`src/rtl/rv4028_bus_pkg.sv`:
```
// Shared types and constants for the RV4028 bus cycle sequencer.
// Holds the bus state encoding, the I/O prefix default and the idle strobe levels.
package rv4028_bus_pkg;

    typedef enum logic [1:0] {
        ST_IDLE = 2'd0,
        ST_T1   = 2'd1,
        ST_T2   = 2'd2,
        ST_T3   = 2'd3
    } bus_state_e;

    localparam logic [3:0] DEFAULT_IO_PREFIX = 4'hF;

    localparam logic       HALF_LO     = 1'b0;
    localparam logic       HALF_HI     = 1'b1;
    localparam logic       STROBE_IDLE = 1'b1;
    localparam logic [1:0] WRM_IDLE    = 2'b11;

    // Lowest 16-bit half with any enabled byte; a read always starts at HALF_LO.
    function automatic logic first_write_half(input logic [3:0] mask);
        return (mask[1:0] != 2'b00) ? HALF_LO : HALF_HI;
    endfunction

endpackage

```
`src/rtl/rv4028_bus_ctrl.sv`:
```
// Splits femtorv 32-bit memory accesses into one or two 16-bit RV4028 bus cycles
// (T1/T2/T3), with wait_n stretching of T2 and abort after MAX_WAIT low samples.
module rv4028_bus_ctrl
    import rv4028_bus_pkg::*;
#(
    parameter logic [3:0]  IO_PREFIX = DEFAULT_IO_PREFIX,
    parameter int unsigned MAX_WAIT  = 255
) (
    input  logic        clk,
    input  logic        rst_n,
    input  logic [31:0] cpu_addr,
    input  logic [31:0] cpu_wdata,
    input  logic [3:0]  cpu_wmask,
    input  logic        cpu_rstrb,
    output logic [31:0] cpu_rdata,
    output logic        cpu_rbusy,
    output logic        cpu_wbusy,
    output logic        bus_timeout,
    output logic [31:0] addr,
    output logic [15:0] data_out,
    output logic        data_oe,
    input  logic [15:0] data_in,
    output logic        rd_n,
    output logic        wr_n,
    output logic        mreq_n,
    output logic        iorq_n,
    output logic [1:0]  wrm_n,
    input  logic        wait_n
);

    localparam logic [15:0] MAX_WAIT_C = 16'(MAX_WAIT);

    // Request handshake: a request (cpu_wmask != 0 or cpu_rstrb) is taken only in
    // IDLE, on the edge that samples it; while cpu_rbusy/cpu_wbusy is high every
    // new request is dropped, and busy falling marks the access as complete.

    bus_state_e  state_q, state_d;
    logic        half_q, half_d;
    logic        is_wr_q, is_wr_d;
    logic        is_io_q, is_io_d;
    logic        abort_q, abort_d;
    logic [3:0]  mask_q, mask_d;
    logic [31:0] wdata_q, wdata_d;
    logic [29:0] base_q, base_d;
    logic [15:0] wait_cnt_q, wait_cnt_d;

    logic [31:0] addr_q, addr_d;
    logic [15:0] data_out_q, data_out_d;
    logic        data_oe_q, data_oe_d;
    logic [31:0] rdata_q, rdata_d;
    logic        rbusy_q, rbusy_d;
    logic        wbusy_q, wbusy_d;
    logic        timeout_q, timeout_d;
    logic        rd_n_q, rd_n_d;
    logic        wr_n_q, wr_n_d;
    logic        mreq_n_q, mreq_n_d;
    logic        iorq_n_q, iorq_n_d;
    logic [1:0]  wrm_n_q, wrm_n_d;

    logic        strobe_on;
    logic [1:0]  slice_d;
    logic        unused_addr_lsb;

    assign unused_addr_lsb = ^cpu_addr[1:0];

    always_comb begin
        state_d    = state_q;
        half_d     = half_q;
        is_wr_d    = is_wr_q;
        is_io_d    = is_io_q;
        abort_d    = abort_q;
        mask_d     = mask_q;
        wdata_d    = wdata_q;
        base_d     = base_q;
        wait_cnt_d = wait_cnt_q;
        rdata_d    = rdata_q;
        timeout_d  = 1'b0;

        case (state_q)
            ST_IDLE: begin
                if ((cpu_wmask != 4'b0000) || cpu_rstrb) begin
                    state_d = ST_T1;
                    base_d  = cpu_addr[31:2];
                    is_io_d = (cpu_addr[31:28] == IO_PREFIX);
                    abort_d = 1'b0;
                    if (cpu_wmask != 4'b0000) begin
                        is_wr_d = 1'b1;
                        mask_d  = cpu_wmask;
                        wdata_d = cpu_wdata;
                        half_d  = first_write_half(cpu_wmask);
                    end else begin
                        is_wr_d = 1'b0;
                        mask_d  = 4'b0000;
                        half_d  = HALF_LO;
                    end
                end
            end
            ST_T1: begin
                state_d    = ST_T2;
                wait_cnt_d = 16'd0;
            end
            ST_T2: begin
                if (wait_n) begin
                    state_d = ST_T3;
                    if (!is_wr_q) begin
                        if (half_q == HALF_HI) rdata_d[31:16] = data_in;
                        else                   rdata_d[15:0]  = data_in;
                    end
                end else if (wait_cnt_q + 16'd1 == MAX_WAIT_C) begin
                    state_d   = ST_T3;
                    abort_d   = 1'b1;
                    timeout_d = 1'b1;
                end else begin
                    wait_cnt_d = wait_cnt_q + 16'd1;
                end
            end
            ST_T3: begin
                // An aborted access never runs its second half.
                if (!abort_q && (half_q == HALF_LO) &&
                    (!is_wr_q || (mask_q[3:2] != 2'b00))) begin
                    state_d = ST_T1;
                    half_d  = HALF_HI;
                end else begin
                    state_d = ST_IDLE;
                end
            end
            default: state_d = ST_IDLE;
        endcase

        // Outputs are decoded from the next registered state so every pin is a flop.
        strobe_on = (state_d == ST_T1) || (state_d == ST_T2);
        slice_d   = (half_d == HALF_HI) ? mask_d[3:2] : mask_d[1:0];

        addr_d = addr_q;
        if (state_d == ST_T1) addr_d = {base_d, half_d, 1'b0};

        data_out_d = data_out_q;
        if ((state_d == ST_T1) && is_wr_d)
            data_out_d = (half_d == HALF_HI) ? wdata_d[31:16] : wdata_d[15:0];

        data_oe_d = is_wr_d && (state_d != ST_IDLE);
        mreq_n_d  = !(strobe_on && !is_io_d);
        iorq_n_d  = !(strobe_on && is_io_d);
        rd_n_d    = !((state_d == ST_T2) && !is_wr_d);
        wr_n_d    = !((state_d == ST_T2) && is_wr_d);
        wrm_n_d   = (strobe_on && is_wr_d) ? ~slice_d : WRM_IDLE;
        rbusy_d   = (state_d != ST_IDLE) && !is_wr_d;
        wbusy_d   = (state_d != ST_IDLE) && is_wr_d;
    end

    always_ff @(posedge clk or negedge rst_n) begin
        if (!rst_n) begin
            state_q    <= ST_IDLE;
            half_q     <= HALF_LO;
            is_wr_q    <= 1'b0;
            is_io_q    <= 1'b0;
            abort_q    <= 1'b0;
            mask_q     <= 4'b0000;
            wdata_q    <= 32'd0;
            base_q     <= 30'd0;
            wait_cnt_q <= 16'd0;
            addr_q     <= 32'd0;
            data_out_q <= 16'd0;
            data_oe_q  <= 1'b0;
            rdata_q    <= 32'd0;
            rbusy_q    <= 1'b0;
            wbusy_q    <= 1'b0;
            timeout_q  <= 1'b0;
            rd_n_q     <= STROBE_IDLE;
            wr_n_q     <= STROBE_IDLE;
            mreq_n_q   <= STROBE_IDLE;
            iorq_n_q   <= STROBE_IDLE;
            wrm_n_q    <= WRM_IDLE;
        end else begin
            state_q    <= state_d;
            half_q     <= half_d;
            is_wr_q    <= is_wr_d;
            is_io_q    <= is_io_d;
            abort_q    <= abort_d;
            mask_q     <= mask_d;
            wdata_q    <= wdata_d;
            base_q     <= base_d;
            wait_cnt_q <= wait_cnt_d;
            addr_q     <= addr_d;
            data_out_q <= data_out_d;
            data_oe_q  <= data_oe_d;
            rdata_q    <= rdata_d;
            rbusy_q    <= rbusy_d;
            wbusy_q    <= wbusy_d;
            timeout_q  <= timeout_d;
            rd_n_q     <= rd_n_d;
            wr_n_q     <= wr_n_d;
            mreq_n_q   <= mreq_n_d;
            iorq_n_q   <= iorq_n_d;
            wrm_n_q    <= wrm_n_d;
        end
    end

    assign cpu_rdata   = rdata_q;
    assign cpu_rbusy   = rbusy_q;
    assign cpu_wbusy   = wbusy_q;
    assign bus_timeout = timeout_q;
    assign addr        = addr_q;
    assign data_out    = data_out_q;
    assign data_oe     = data_oe_q;
    assign rd_n        = rd_n_q;
    assign wr_n        = wr_n_q;
    assign mreq_n      = mreq_n_q;
    assign iorq_n      = iorq_n_q;
    assign wrm_n       = wrm_n_q;

endmodule

```
`config.mk`:
```
export PLATFORM = sky130hd
export DESIGN_NAME = rv4028_bus_ctrl
export DESIGN_NICKNAME = d
export VERILOG_FILES = /design/src/rtl/rv4028_bus_pkg.sv /design/src/rtl/rv4028_bus_ctrl.sv
export SDC_FILE = /design/constraint.sdc
export NUM_CORES = 1
export LEC_CHECK = 0
export BUFFER_PORTS_ARGS = -buffer_cell sky130_fd_sc_hd__buf_4
export CORE_MARGIN = 2
export CORE_UTILIZATION = 30
export DETAILED_ROUTE_END_ITERATION = 6
export MAX_ROUTING_LAYER = met4
export PLACE_DENSITY = 0.5
export SLEW_MARGIN = 0
export SYNTH_ARGS = -nofsm -noshare
export SYNTH_HDL_FRONTEND = slang
export SYNTH_SLANG_ARGS = --single-unit
```
`constraint.sdc`:
```
create_clock -name clk -period 6.85 [get_ports clk]
set_input_delay 0.685 -clock clk [delete_from_list [all_inputs] [get_ports clk]]
set_output_delay 0.685 -clock clk [all_outputs]
set_load 0.05 [all_outputs]
```
# After elaboration in Yosys (flattened, before gate mapping)
# Cells that the tools add are included.
# word_totals
elab_cells	104
in_bits	88
out_inout_bits	90
ff_bits	176
# op_classes
n_eq_ne	11
mux	36
reduce_logical	32
bitwise	3
addsub	1
# ops
cell	count
$mux W32	3
$mux W30	2
$mux W16	3
$pmux W16 S2	1
$add A16 B1 Y16 const B	1
$eq A16 B8 Y1 const B	1
$mux W1	16
$mux W4	3
$reduce_and A4 Y1	3
$logic_and A1 B1 Y1	10
$mux W2	5
$reduce_bool A2 Y1	5
$logic_not A1 Y1	8
$ne A2 B2 Y1 const B	4
$pmux W2 S4	1
$eq A2 B2 Y1 const B	3
$eq A2 B1 Y1 const B	2
$eq A4 B4 Y1 const B	1
$pmux W1 S2	2
$reduce_bool A4 Y1	1
$logic_or A1 B1 Y1	3
$reduce_and A3 Y1	1
$logic_not A2 Y1	1
$not A1 Y1	2
$not A2 Y2	1

# Depth between registers and ports, before layout
# Gate-level depths: netlist of the first run.
# logic_depth
ltp_word	9
ltp_mapped	14
ltp_nobuf	11

# Worst setup path before layout of the first run
# No wires, ideal clock.
# synth_timing
path_kind	reg2reg
startpoint	reg wait_cnt_q[1]
endpoint	reg addr_q[10], in the netlist addr[10]
synth_period_minus_slack_ps	3172
stages_incl_launch_ff	13
setup_ps	125
arrival_time_ps	3047
path_slack_ps	3678
path_buffers	3
required_time_ps	6725
path_cell_list	dfrtp_1 ha_1 and4_1 clkbuf_1 xnor2_1 a31oi_2 nor3_1 nand4_1 a22oi_1 ha_1 clkbuf_1 clkbuf_1 mux2_2
# synth_via
elab_chain_cells	6
# synth_lines
element	line_no	source
start: declaration	rv4028_bus_ctrl.sv:45	logic [15:0] wait_cnt_q, wait_cnt_d;
start signal: assignment	rv4028_bus_ctrl.sv:183	wait_cnt_q <= wait_cnt_d;
$add A16 B1 Y16	rv4028_bus_ctrl.sv:109	end else if (wait_cnt_q + 16'd1 == MAX_WAIT_C) begin
$eq A16 B8 Y1	rv4028_bus_ctrl.sv:109	
$mux W2	rv4028_bus_ctrl.sv:109	
$mux W2	rv4028_bus_ctrl.sv:103	if (wait_n) begin
$pmux W2 S4	rv4028_bus_ctrl.sv:79	case (state_q)
$eq A2 B1 Y1	rv4028_bus_ctrl.sv:135	if (state_d == ST_T1) addr_d = {base_d, half_d, 1'b0};
end signal: assignment	rv4028_bus_ctrl.sv:184	addr_q <= addr_d;
end: declaration	rv4028_bus_ctrl.sv:47	logic [31:0] addr_q, addr_d;
# Every way passes these cells.
# A chain may end at the register's enable or synchronous reset.

# Worst setup path in the final report of the first run
# layout_timing
startpoint	reg state_q[0]
endpoint	reg data_out_q[7], in the netlist data_out[7]
# layout_via
elab_chain_cells	5
word_cells_on_any_way	14
classes_between	eq/ne (4); mux (8); reduce/logical (2)
# layout_lines
element	line_no	source
start: declaration	rv4028_bus_ctrl.sv:37	bus_state_e state_q, state_d;
start signal: assignment	rv4028_bus_ctrl.sv:175	state_q <= state_d;
$mux W2	rv4028_bus_ctrl.sv:109	
$mux W2	rv4028_bus_ctrl.sv:103	
$pmux W2 S4	rv4028_bus_ctrl.sv:79	
$eq A2 B1 Y1	rv4028_bus_ctrl.sv:138	if ((state_d == ST_T1) && is_wr_d)
$logic_and A1 B1 Y1	rv4028_bus_ctrl.sv:138	
end signal: assignment	rv4028_bus_ctrl.sv:185	data_out_q <= data_out_d;
end: declaration	rv4028_bus_ctrl.sv:48	logic [15:0] data_out_q, data_out_d;
# Parallel ways exist; a longest one is shown, timed or not.

==> metrics.md, run 1 <==
| Metric | Value |
|---|---|
| Clock root buffer | clkbuf_16 |
| Dpl ws | 2560 ps |
| Met2 usage | 0.238 |
| Pwr per Cell Area | 553 nW/um2 |
| Status | finished clean |
| Sw frac | 0.432 |
| First-pass GRT wire length | 28.9 mm |
| Total grt overflow | 0 |
| GRT Util Overall | 0.143 |
| Final setup viols | 0 |
| Detail Route Antenna Nets | 0 |
| Mean number of vias per cell | 4.70 |
| Setup Skew | 13.4 ps |
| Period minus WS final | 4230 ps |
| Port-buffer cells | 174 |
| Clock Latency Late Sink | 430 ps |
| Clk buf depth | 2 |
| Largest cells by area after synthesis | dfrtp_1 57%, mux2_2 19%, mux2i_1 2.4% |
| Reg clk slew, reported paths | 80 ps |
| # clock sinks | 176 |
| Worst path max stage delay | 710 ps |
| Number of setup buffers added after CTS | 0 |
| Initial antenna violation count | 0 |
| Vias in the first global route | 5452 |
| Combinational power share | 0.502 |
| Cts hold-fix bufs | 0 |
| Internal power | 3.06 mW |
| Initial Util | 0.308 |
| Met3 global-route usage | 0.0491 |
| Ys flop type | dfrtp_1 |
| Async SR Flop Fraction | 1.00 |
| Max-Cap Viols | 0 |
| Avg Cell Area, Syn | 13.2 um2 |
| Sw power | 2.33 mW |
| CORE AREA | 24500 um2 |
| Detailed-placement wirelength estimate | 12.4 mm |
| Period utilization | 0.618 |
| Clock power frac | 0.178 |
| DRT iter0 DRCs | 214 |
| FF+latch count, synth | 176 |
| Top Usage Layer GRT | met2 |
| CTS-repair resized insts | 0 |
| Crit Path Class | flip-flop to flip-flop |
| Grt met1 use | 0.169 |
| Yosys top cell by area | dfrtp_1 |
| Total negative setup slack | 0 ps |
| TritonCTS Buffers | 17 |
| Core Rows | 57 |
| Largest net degree at the start of global routing | 95 |
| Sequential fraction of the synthesis area | 0.586 |
| Synthesized Nets | 667 |
| Max IR drop VDD | 0.000258 V |
| LEAKAGE | 4.48 nW |
| Worst setup margin | 2620 ps |
| Syn Inst Count | 572 |
| Final Hold Vio Count | 0 |
| RSZ-0062 raised after global routing | no |
| Cell Chain, Critical Path | inv_1 > ha_1 > and4b_1 > or4b_4 > a22oi_4 > nand4_1 > a22oi_1 > ha_1 > buf_4 > nand2_1 > nand2_1 > o21ai_0 |
| Die Ht | 162 um |
| Worst endpoint data arrival time | 4500 ps |
| Slowest CP cell | nand2_1 |
| CP max FO | 33 |
| Via Count | 5062 |
| RePlAce Congestion | 0.822 |
| WP data required | 7120 ps |
| First-pass DRT Iterations | 4 |
| # IOs | 178 |
| Final Max Slew Viols | 0 |
| Drc violations | 0 |
| HP Class | primary input to asynchronous set/reset pin |
| Sequential Power Share | 0.320 |
| Share of post-route cells with drive strength above 1 | 0.470 |
| Worst-margin pin slew | 1160 ps |
| Max transition margin | 0.223 |
| P&R area growth vs syn | 29.4% |
| Startpoint Class | flip-flop |
| H-tree levels | 4 |
| Layout Nets | 833 |
| Total Wirelength | 17.7 mm |
| Top cell type's share of synthesized area | 0.565 |
| Die Footprint | 26400 um2 |
| Critical Path Sink Type | flip-flop |
| Synth cell types | 63 |
| Maximum clock frequency | 236 MHz |
| Yosys warnings | 0 |
| Fillers | 2337 |
| Die Width | 162 um |
| CTS tree | built |
| Syn Std Cell Area | 7520 um2 |
| Wire per inst | 16.5 um |
| Most frequent cell after synthesis | dfrtp_1 |
| Number of flops mapped to enable cells by yosys | 0 |
| Post-synth top cells | 170 x dfrtp_1, 124 x mux2_2, 33 x nor2_1 |
==> flip-flops by register name, summed over array words and instances (netlist names), 2 cells and up <==
register	count
data_out	16
base_q	30
addr	31
wait_cnt_q	16
wdata_q	32
state_q	2
wrm_n	2
cpu_rdata	32
mask_q	4
==> area by class of cell <==
type                       count  area [um2]  share of cell area
clock inverter                13         144              0.0148
sequential                   176        4410               0.453
inverter                      15        56.3             0.00578
multi-input combinational    349        2920               0.300
tap                          324         405              0.0416
clock buffer                  19         453              0.0465
antenna                        1        2.50            0.000257
timing repair buffer         179        1350               0.138
==> cells in the final DEF, fill, tap and decap left out, types with 4 or more instances in the layout <==
cell type	count
buf_4	178
dfrtp_1	170
mux2_2	124
nor2_1	33
nand2_1	28
o21ai_0	20
mux2i_1	18
clkbuf_16	17
nor3_1	15
inv_1	14
nand3_1	8
nand4_1	8
xnor2_1	7
ha_1	7
a21oi_1	6
dfstp_2	6
a22o_1	5
and3_1	5
xor2_1	5
clkinv_4	5
and4_1	4
==> per-stage QoR <==
step                      total power [mW]  hold slack, ps  instances  instance area, um2   util
after floorplan                       3.71             389        572                7520      -
after global placement                4.42             469       1043                9140  0.374
after detailed placement              4.50             476       1043                9140  0.374
after CTS                             5.48             380       1075                9740  0.398
after global routing                  5.73             400       1075                9740  0.398
final                                 5.39             334       1076                9740  0.398
==> worst max-delay path: cells and delay by family (launching register included) <==
kind / cells / cell delay, ps
simple gates: 5 / 1920
compound gates: 3 / 570
buf+inv: 2 / 570
flops: 1 / 430
fa+ha+maj: 2 / 590
==> power groups by stage <==
stage	logic [mW]	registers, mW	clock network (mW)
final	2.71	1.73	0.959
after detailed placement	2.75	1.75	0
after CTS	2.75	1.73	0.997
after floorplan	1.19	2.52	0
after global routing	2.90	1.78	1.04
after global placement	2.70	1.72	0
==> per-layer routing <==
metal / vias to the layer above / share of wire / wire [um]
met1: 2558 / 0.41 / 7330
met2: 120 / 0.51 / 9070
met3: 15 / 0.066 / 1170
met4: 0 / 0.0090 / 160
li1: 2369 / - / -
met5: - / 0 / 0
==> cell families after synthesis <==
logic type               after synthesis  synth area share
flip-flops                           176             0.586
AND/OR/NAND/NOR                      127            0.0916
adder cells (fa/ha/maj)                7            0.0116
other                                  1          0.000498
AO/OA/AOI/OAI                         59            0.0572
multiplexers                         143             0.211
XOR/XNOR                              12            0.0140
buffers and inverters                 47            0.0278
==> worst paths after layout <==
check	slack, ps	cells past startpoint	from	end
min in group clk	490	2	data_out[5]	data_out[5]
worst max register to register	2620	12	state_q[0]	data_out[7]
worst min-delay path	330	1	rst_n	cpu_rdata[14]
worst min register to register	490	2	data_out[5]	data_out[5]
worst max-delay path	2620	12	state_q[0]	data_out[7]
max in group asynchronous	4880	2	rst_n	wdata_q[10]
Power figures use the tool's default switching activity.
==> inputs of run 2 (changes only) <==
clock period = 4.01 ns   (was 6.85 ns; I/O delays follow)
==> metrics.md, run 2 (synthesis gave the netlist of run 1 again) <==
| Metric | Value |
|---|---|
| Max IR drop VDD | 0.000390 V (+51%) |
| Maximum clock frequency | 288 MHz (+22%) |
| Initial Util | 0.308 (unchanged) |
| DRT iter0 DRCs | 132 (-38%) |
| H-tree levels | 4 (unchanged) |
| Register Area | 4410 um2 (unchanged) |
| Detailed-placement wirelength estimate | 12.6 mm (+2.2%) |
| Reg clk slew, reported paths | 80 ps (about the same) |
| Worst endpoint data arrival time | 3770 ps (-730 ps) |
| Via Count | 5042 (-0.40%) |
| Setup Skew | 18.1 ps (+4.64 ps) |
| Cell count of the worst hold path | 2 |
| Layout Nets | 840 (+0.84%) |
| Pwr per Cell Area | 948 nW/um2 (+71%) |
| Core Rows | 57 (unchanged) |
| Worst setup margin | 537 ps (-2080 ps) |
| Detail Route Antenna Nets | 0 (unchanged) |
| # clock sinks | 176 (unchanged) |
| Die Ht | 162 um (unchanged) |
| Max-Cap Viols | 0 (unchanged) |
| Clock Latency Late Sink | 430 ps (about the same) |
| Clock root buffer | clkbuf_16 |
| Critical Path Sink Type | flip-flop |
| Period minus WS final | 3470 ps (-758 ps) |
| Die Width | 162 um (unchanged) |
| Wire per inst | 16.4 um (-0.51%) |
| Die Footprint | 26400 um2 (unchanged) |
| Mean number of vias per cell | 4.66 (-0.95%) |
| Ant diodes | 0 (-1) |
| Most frequent cells in the layout | 182 x buf_4, 170 x dfrtp_1, 124 x mux2_2 |
| Clk buf depth | 2 (unchanged) |
| Port-buffer cells | 174 (unchanged) |
| RePlAce Congestion | 0.782 (-4.9%) |
| Total negative setup slack | 0 ps (unchanged) |
| # IOs | 178 (unchanged) |
| DP Cell Count | 1049 (+0.58%) |
| Final Max Slew Viols | 0 (unchanged) |
| Startpoint Class | flip-flop |
| Total grt overflow | 0 (unchanged) |
| Final Power | 9.32 mW (+73%) |
| Status | finished clean |
| Worst r2r path cells | 13 (+1) |
| Final Hold Vio Count | 0 (unchanged) |
| Crit Path Class | flip-flop to flip-flop |
| First-pass GRT wire length | 29.0 mm (+0.36%) |
| Largest net degree at the start of global routing | 72 (-24%) |
| Final Non-Filler Cells | 1082 (+0.56%) |
| Worst-margin pin slew | 707 ps (-454 ps) |
| CP max FO | 33 (unchanged) |
| LEAKAGE | 4.52 nW (+0.87%) |
| Max transition margin | 0.529 (+0.306) |
| Period utilization | 0.866 (+0.248) |
| Share of post-route cells with drive strength above 1 | 0.474 (+0.00357) |
| Post-Route Utilization | 0.402 (+0.00363) |
| R2r setup slk | 540 ps (-2080 ps) |
| Final setup viols | 0 (unchanged) |
| Total Wirelength | 17.7 mm (about the same) |
| RSZ-0062 raised after global routing | no |
| First-pass DRT Iterations | 4 (unchanged) |
| HP Class | primary input to flip-flop |
| Drc violations | 0 (unchanged) |
| WP data required | 4300 ps (-2820 ps) |
| Fillers | 2318 (-0.81%) |
| CTS tree | built |
| Initial antenna violation count | 0 (unchanged) |
| Multi-input logic area | 2920 um2 (unchanged) |
| Dpl ws | 551 ps (-2010 ps) |
| GRT Util Overall | 0.144 (+0.000307) |
| CORE AREA | 24500 um2 (unchanged) |
| Commonest non-fill, non-tap cell in the layout | buf_4 |
| P&R area growth vs syn | 30.6% |
| Vias in the first global route | 5527 (+1.4%) |
| TritonCTS Buffers | 17 (unchanged) |
==> run 2: changes by cell type in the layout (fill, tap and decap cells not counted), moves of 2 or more <==
cell,before,now
buf_12,0,2
clkinvlp_4,0,2
clkinv_4,5,0
buf_4,178,182
clkbuf_8,2,0
inv_8,3,5
inv_12,0,2
==> run 2: power breakdown <==
group	internal, mW	leakage [nW]	switching [mW]
sequential	2.60	2.15	0.350
combinational	1.83	2.09	2.86
clock	0.852	0.291	0.829
==> run 2: path summary, 6_finish.rpt <==
kind                                from            end
max                        wait_cnt_q[0]   data_out[15]
min                           data_in[7]   cpu_rdata[7]
max reg2reg                wait_cnt_q[0]   data_out[15]
min reg2reg                      is_io_q        is_io_q
max in group asynchronous          rst_n     wdata_q[3]
min in group asynchronous          rst_n  cpu_rdata[14]
==> run 2: cell type report <==
type                       count  share of cell area
clock buffer                  17              0.0433
timing repair buffer         186               0.145
inverter                      15             0.00573
sequential                   176               0.449
multi-input combinational    349               0.297
tap                          324              0.0412
clock inverter                15              0.0186
==> run 2: through the flow <==
step	cell area, um2	hold WS, ps
2_1_floorplan	7520	105
3_3_place_gp	9210	444
3_5_place_dp	9210	461
4_1_cts	9830	187
5_1_grt	9830	181
6_report	9830	206
==> run 2: worst max-delay path, stage by stage (launching register included) <==
cell and delay [ps]:
dfrtp_1 510, ha_1 290, and4_1 390, xnor2_1 180
a31oi_2 180, nor3_1 330, nand4_1 260, a22oi_1 260
ha_1 230, buf_12 220, nand2_1 70, buf_4 230
nand2_1 100, o21ai_0 80
==> run 2: per-layer routing <==
layer,track usage,wire length (um)
met1,0.170,7390
met2,0.235,8870
met3,0.0489,1200
met4,0.0394,276
met5,-,0
==> run 2: what timing repair did <==
item                                   4_1_cts  5_1_grt
buffers inserted                             0        0
resized for setup                            0        0
endpoints found under the hold margin        5        0
hold buffers                                 1        0
